==> config.mk <==
export PLATFORM = sky130hd
export DESIGN_NAME = vedic_mul_pipe
export DESIGN_NICKNAME = d
export VERILOG_FILES = /design/src/rtl/vedic_pkg.sv /design/src/rtl/vedic_pipe_reg.sv /design/src/rtl/vedic_mul_pipe.sv
export SDC_FILE = /design/constraint.sdc
export NUM_CORES = 2
export LEC_CHECK = 0
export BUFFER_PORTS_ARGS = -buffer_cell sky130_fd_sc_hd__buf_2
export CAP_MARGIN = 25
export CORE_MARGIN = 2
export CORE_UTILIZATION = 60
export CTS_CLUSTER_SIZE = 10
export DETAILED_ROUTE_END_ITERATION = 7
export GPL_ROUTABILITY_DRIVEN = 0
export PLACE_DENSITY = 0.77
export SYNTH_ARGS = -nofsm -noshare
export SYNTH_HDL_FRONTEND = slang
export SYNTH_HIERARCHICAL = 1
export SYNTH_SLANG_ARGS = --single-unit
==> constraint.sdc <==
create_clock -name clk -period 7.75 [get_ports clk]
set_input_delay 1.1625 -clock clk [delete_from_list [all_inputs] [get_ports clk]]
set_output_delay 1.1625 -clock clk [all_outputs]
set_load 0.005 [all_outputs]
==> src/rtl/vedic_pkg.sv <==
// Shared constants and helpers for the pipelined Vedic multiplier.
package vedic_pkg;

  localparam int unsigned LATENCY          = 4;
  localparam int unsigned NUM_LEGAL_WIDTHS = 3;
  localparam int unsigned LEGAL_WIDTHS [NUM_LEGAL_WIDTHS] = '{16, 32, 64};

  // Full product width for a given operand width.
  function automatic int unsigned prod_w(input int unsigned w);
    return 2 * w;
  endfunction

  function automatic bit width_is_legal(input int unsigned w);
    bit ok;
    ok = 1'b0;
    for (int unsigned i = 0; i < NUM_LEGAL_WIDTHS; i++) begin
      if (LEGAL_WIDTHS[i] == w) ok = 1'b1;
    end
    return ok;
  endfunction

endpackage

==> src/rtl/vedic_pipe_reg.sv <==
// One pipeline stage: payload register plus valid bit, frozen while en is low.
module vedic_pipe_reg #(
  parameter int unsigned W = 8
) (
  input  logic         clk,
  input  logic         reset,
  input  logic         en,
  input  logic         in_valid,
  input  logic [W-1:0] d,
  output logic         out_valid,
  output logic [W-1:0] q
);

  // Payload only loads with valid data so bubbles leave the register quiet.
  always_ff @(posedge clk) begin
    if (reset) begin
      out_valid <= 1'b0;
      q         <= '0;
    end else if (en) begin
      out_valid <= in_valid;
      if (in_valid) q <= d;
    end
  end

endmodule

==> src/rtl/vedic_mul_pipe.sv <==
// Four-stage WIDTH x WIDTH multiplier built from half-width partial products.
// Define VEDIC_SIGNED_EN to honour is_signed (sign-magnitude around the core).
module vedic_mul_pipe
  import vedic_pkg::*;
#(
  parameter int unsigned WIDTH = 32,
  parameter int unsigned TAG_W = 4
) (
  input  logic                        clk,
  input  logic                        reset,
  input  logic                        in_valid,
  output logic                        in_ready,
  input  logic [WIDTH-1:0]            a,
  input  logic [WIDTH-1:0]            b,
  input  logic                        is_signed,
  input  logic [TAG_W-1:0]            in_tag,
  output logic                        out_valid,
  input  logic                        out_ready,
  output logic [prod_w(WIDTH)-1:0]    product,
  output logic [TAG_W-1:0]            out_tag
);

  localparam int unsigned H          = WIDTH / 2;
  localparam int unsigned MW         = WIDTH + 2;
  localparam int unsigned PW         = prod_w(WIDTH);
  localparam int unsigned NUM_STAGES = 4;

  if (!width_is_legal(WIDTH) || NUM_STAGES != LATENCY) begin : g_bad_cfg
    $error("vedic_mul_pipe: unsupported WIDTH or stage count");
  end

  typedef struct packed {
    logic [WIDTH-1:0] hh;
    logic [WIDTH-1:0] lh;
    logic [WIDTH-1:0] hl;
    logic [WIDTH-1:0] ll;
`ifdef VEDIC_SIGNED_EN
    logic             neg;
`endif
    logic [TAG_W-1:0] tag;
  } s1_t;

  typedef struct packed {
    logic [MW-1:0]    mid;
    logic [WIDTH-1:0] hh;
    logic [WIDTH-1:0] ll;
`ifdef VEDIC_SIGNED_EN
    logic             neg;
`endif
    logic [TAG_W-1:0] tag;
  } s2_t;

  typedef struct packed {
    logic [MW-1:0]    mid2;
    logic [WIDTH-1:0] hh;
    logic [WIDTH-1:0] ll;
`ifdef VEDIC_SIGNED_EN
    logic             neg;
`endif
    logic [TAG_W-1:0] tag;
  } s3_t;

  typedef struct packed {
    logic [PW-1:0]    prod;
    logic [TAG_W-1:0] tag;
  } s4_t;

  logic stall;
  logic adv;
  logic in_fire;

  s1_t  s1_d, s1_q;
  s2_t  s2_d, s2_q;
  s3_t  s3_d, s3_q;
  s4_t  s4_d, s4_q;
  logic s1_v, s2_v, s3_v, s4_v;

  logic [WIDTH-1:0] a_mag;
  logic [WIDTH-1:0] b_mag;
  logic [WIDTH-1:0] upper;
  logic [PW-1:0]    full;

  // The whole pipe freezes while a finished product waits for the consumer.
  assign stall    = s4_v && !out_ready;
  assign adv      = !stall;
  assign in_ready = !stall && !reset;
  assign in_fire  = in_valid && in_ready;

`ifdef VEDIC_SIGNED_EN
  logic neg_in;

  // Signed operands enter the unsigned core as magnitudes; -2^(W-1) maps to 2^(W-1).
  always_comb begin
    a_mag  = a;
    b_mag  = b;
    neg_in = 1'b0;
    if (is_signed) begin
      if (a[WIDTH-1]) a_mag = ~a + WIDTH'(1);
      if (b[WIDTH-1]) b_mag = ~b + WIDTH'(1);
      neg_in = a[WIDTH-1] ^ b[WIDTH-1];
    end
  end
`else
  logic unused_is_signed;

  assign unused_is_signed = is_signed;
  assign a_mag            = a;
  assign b_mag            = b;
`endif

  // S1: four half-width partial products.
  always_comb begin
    s1_d     = '0;
    s1_d.hh  = WIDTH'(a_mag[WIDTH-1:H]) * WIDTH'(b_mag[WIDTH-1:H]);
    s1_d.lh  = WIDTH'(a_mag[H-1:0])     * WIDTH'(b_mag[WIDTH-1:H]);
    s1_d.hl  = WIDTH'(a_mag[WIDTH-1:H]) * WIDTH'(b_mag[H-1:0]);
    s1_d.ll  = WIDTH'(a_mag[H-1:0])     * WIDTH'(b_mag[H-1:0]);
`ifdef VEDIC_SIGNED_EN
    s1_d.neg = neg_in;
`endif
    s1_d.tag = in_tag;
  end

  // S2: sum of the cross terms, kept two bits wider than WIDTH.
  always_comb begin
    s2_d     = '0;
    s2_d.mid = MW'(s1_q.lh) + MW'(s1_q.hl);
    s2_d.hh  = s1_q.hh;
    s2_d.ll  = s1_q.ll;
`ifdef VEDIC_SIGNED_EN
    s2_d.neg = s1_q.neg;
`endif
    s2_d.tag = s1_q.tag;
  end

  // S3: fold the upper half of the low product into the middle column.
  always_comb begin
    s3_d      = '0;
    s3_d.mid2 = s2_q.mid + MW'(s2_q.ll[WIDTH-1:H]);
    s3_d.hh   = s2_q.hh;
    s3_d.ll   = s2_q.ll;
`ifdef VEDIC_SIGNED_EN
    s3_d.neg  = s2_q.neg;
`endif
    s3_d.tag  = s3_d.tag;
    s3_d.tag  = s2_q.tag;
  end

  // S4: final assembly; the upper sum cannot overflow WIDTH bits for a true product.
  always_comb begin
    upper = s3_q.hh + WIDTH'(s3_q.mid2[MW-1:H]);
    full  = {upper, s3_q.mid2[H-1:0], s3_q.ll[H-1:0]};
`ifdef VEDIC_SIGNED_EN
    if (s3_q.neg) full = ~full + PW'(1);
`endif
    s4_d      = '0;
    s4_d.prod = full;
    s4_d.tag  = s3_q.tag;
  end

  vedic_pipe_reg #(.W($bits(s1_t))) u_s1 (
    .clk       (clk),
    .reset     (reset),
    .en        (adv),
    .in_valid  (in_fire),
    .d         (s1_d),
    .out_valid (s1_v),
    .q         (s1_q)
  );

  vedic_pipe_reg #(.W($bits(s2_t))) u_s2 (
    .clk       (clk),
    .reset     (reset),
    .en        (adv),
    .in_valid  (s1_v),
    .d         (s2_d),
    .out_valid (s2_v),
    .q         (s2_q)
  );

  vedic_pipe_reg #(.W($bits(s3_t))) u_s3 (
    .clk       (clk),
    .reset     (reset),
    .en        (adv),
    .in_valid  (s2_v),
    .d         (s3_d),
    .out_valid (s3_v),
    .q         (s3_q)
  );

  vedic_pipe_reg #(.W($bits(s4_t))) u_s4 (
    .clk       (clk),
    .reset     (reset),
    .en        (adv),
    .in_valid  (s3_v),
    .d         (s4_d),
    .out_valid (s4_v),
    .q         (s4_q)
  );

  assign out_valid = s4_v;
  assign product   = s4_q.prod;
  assign out_tag   = s4_q.tag;

endmodule

==> flow_metrics.env <==
export IMPL_outcome="completed"
export IMPL_wl_per_cell_microns=18.5
export IMPL_cts_reportedPaths_clkPinSlew_ns=0.05
export IMPL_cts_max_level=2
export IMPL_overflow=0
export IMPL_hold_buffers=0
export IMPL_grtUsageTotal_pct=29.8
export IMPL_fin_nets=7621
export IMPL_regArea_sq_um=7860
export IMPL_worst_ep_arrival_time_ns=7.67
export IMPL_grt_antenna_before_repair=10
export IMPL_most_common_layout_cells="inv_1, fa_1, nand2_1, a21oi_1, ha_1"
export IMPL_via_count=43316
export IMPL_path_class="in2reg"
export IMPL_grt_pass1_wl_microns=228000
export IMPL_drv_slew=0
export IMPL_viasPerCell=5.79
export IMPL_hold_ws_ns=0.471
export IMPL_cts_buffers=46
export IMPL_postRouteAntennaNets=0
export IMPL_start_kind="primary input"
export IMPL_hold_viol=0
export IMPL_synth_cell_area_sq_um=55100
export IMPL_cts_root_buf="clkbuf_16"
export IMPL_fin_setup_tns_ns=0
export IMPL_synthToLayoutAreaGrowth_pct=5.50
export IMPL_io_pins=143
export IMPL_die_w_microns=307
export IMPL_peakVddDrop_mv=0.938
export IMPL_cts_path_max_buffers=3
export IMPL_clk_insertion_delay_late_ns=0.57
export IMPL_max_slew_margin_pct=32.2
export IMPL_yosysWarnings=6
export IMPL_dp_hpwl_microns=106000
export IMPL_syn_area_per_cell_sq_um=8.70
export IMPL_post_cts_setup_buffers=0
export IMPL_power_mw=26.6
export IMPL_die_area_sq_um=94200
export IMPL_syn_num_nets=7663
export IMPL_hp_class="reg2reg"
export IMPL_maxCapViolations=0
export IMPL_io_buffers=141
export IMPL_syn_instance_count=6329
export IMPL_fill_cells=7614
export IMPL_critPathCaptureType="register"
export IMPL_p_leak_nw=27.9
export IMPL_final_min_clock_period_ns=7.19
export IMPL_tightest_slew_ns=1.02
export IMPL_cts_sinks=392
export IMPL_grt_max_degree=237
export IMPL_rows=111
export IMPL_critPathRequiredTime_ns=8.23
export IMPL_ctsResizeCount=0
export IMPL_design_area_sq_um=58100
export IMPL_drive_above_1_share_pct=8.92
export IMPL_core_sq_um=91200
export IMPL_drt_total_wl_microns=139000
export IMPL_die_y_microns=307
export IMPL_drt_pass1_iter_count=5
export IMPL_drc=0
export IMPL_start_util_pct=60.3
export IMPL_crit_fanout=27
export IMPL_setup_viol=0
export IMPL_rsz0062_at_grt="no"
export IMPL_grt_pass1_vias=44000
export IMPL_multi_input_area_sq_um=41600
export IMPL_layout_commonest_cell="inv_1"
export IMPL_cts_tree="built"
export IMPL_powerDensity_nw_per_um2=458
export IMPL_skew_ns=0.0227
export IMPL_drt_initial_drc_count=3394
export IMPL_place_area_sq_um=56800
export IMPL_max_freq_mhz=139
export IMPL_period_share_pct=92.7
==> area by class of cell <==
cell class	instances	area share (%)
inverters	946	6.11
repair buffers	341	4.07
well taps	1186	2.56
multi-input cells	4560	71.6
clock inverters	5	0.0840
clock buffers	54	2.07
flip-flops and latches	392	13.5
diodes	3	0.0129
==> sequential cells by signal, indices dropped and copies added, names as in the netlist <==
register and cells:
u_s1/q 132, u_s2/q 102, u_s3/q 86, u_s4/q 68, u_s1/out_valid 1, u_s2/out_valid 1
u_s3/out_valid 1, u_s4/out_valid 1
==> worst max-delay path, stage by stage <==
cell and delay, ns:
buf_2 0.52, nand2_1 0.16, fa_1 0.50, fa_1 0.58, fa_1 0.46, fa_1 0.54, inv_1 0.05, fa_1 0.47
inv_1 0.05, fa_1 0.47, inv_1 0.04, ha_1 0.30, and3_1 0.17, and3_1 0.17, a211oi_2 0.12, a2111oi_2 0.58
nor3_1 0.18, or3_1 0.44, nand3_1 0.08, nor3b_1 0.18, buf_4 0.16, nand3_1 0.07, a21oi_1 0.19
==> per-stage QoR <==
step	std cells	utilization [%]	setup slack, ns
6_report	7487	63.7	0.563
5_1_grt	7485	63.6	0.265
4_1_cts	7483	63.6	0.606
3_5_place_dp	7424	62.2	0.0185
3_3_place_gp	7424	62.2	0.147
2_1_floorplan	6329	-	0.891
==> report_power, final <==
part | internal [mW] | leakage, nW | switching (mW)
registers | 2.21 | 3.18 | 0.132
clock network | 1.08 | 0.606 | 0.819
logic | 9.22 | 24.1 | 13.1
==> worst paths after layout <==
kind	startpoint	endpoint	slack, ns	depth (start not counted)
setup / recovery	b[3]	u_s1/q[35]	0.56	23
hold / removal	u_s2/q[3]	u_s3/q[3]	0.47	2
setup reg to reg	u_s1/q[68]	u_s2/q[96]	4.03	13
hold reg to reg	u_s2/q[3]	u_s3/q[3]	0.47	2
==> metal layers <==
layer | GRT usage, % | share of wire (%) | vias to the layer above | routed length (microns)
met5 | 0 | 0.055 | - | 76
met4 | 11.8 | 4.3 | 12 | 5910
met3 | 4.78 | 7.4 | 281 | 10300
met2 | 48.4 | 46 | 1467 | 63300
met1 | 40.0 | 43 | 21349 | 59000
li1 | - | - | 20207 | -
(Power assumes the default switching activity.)
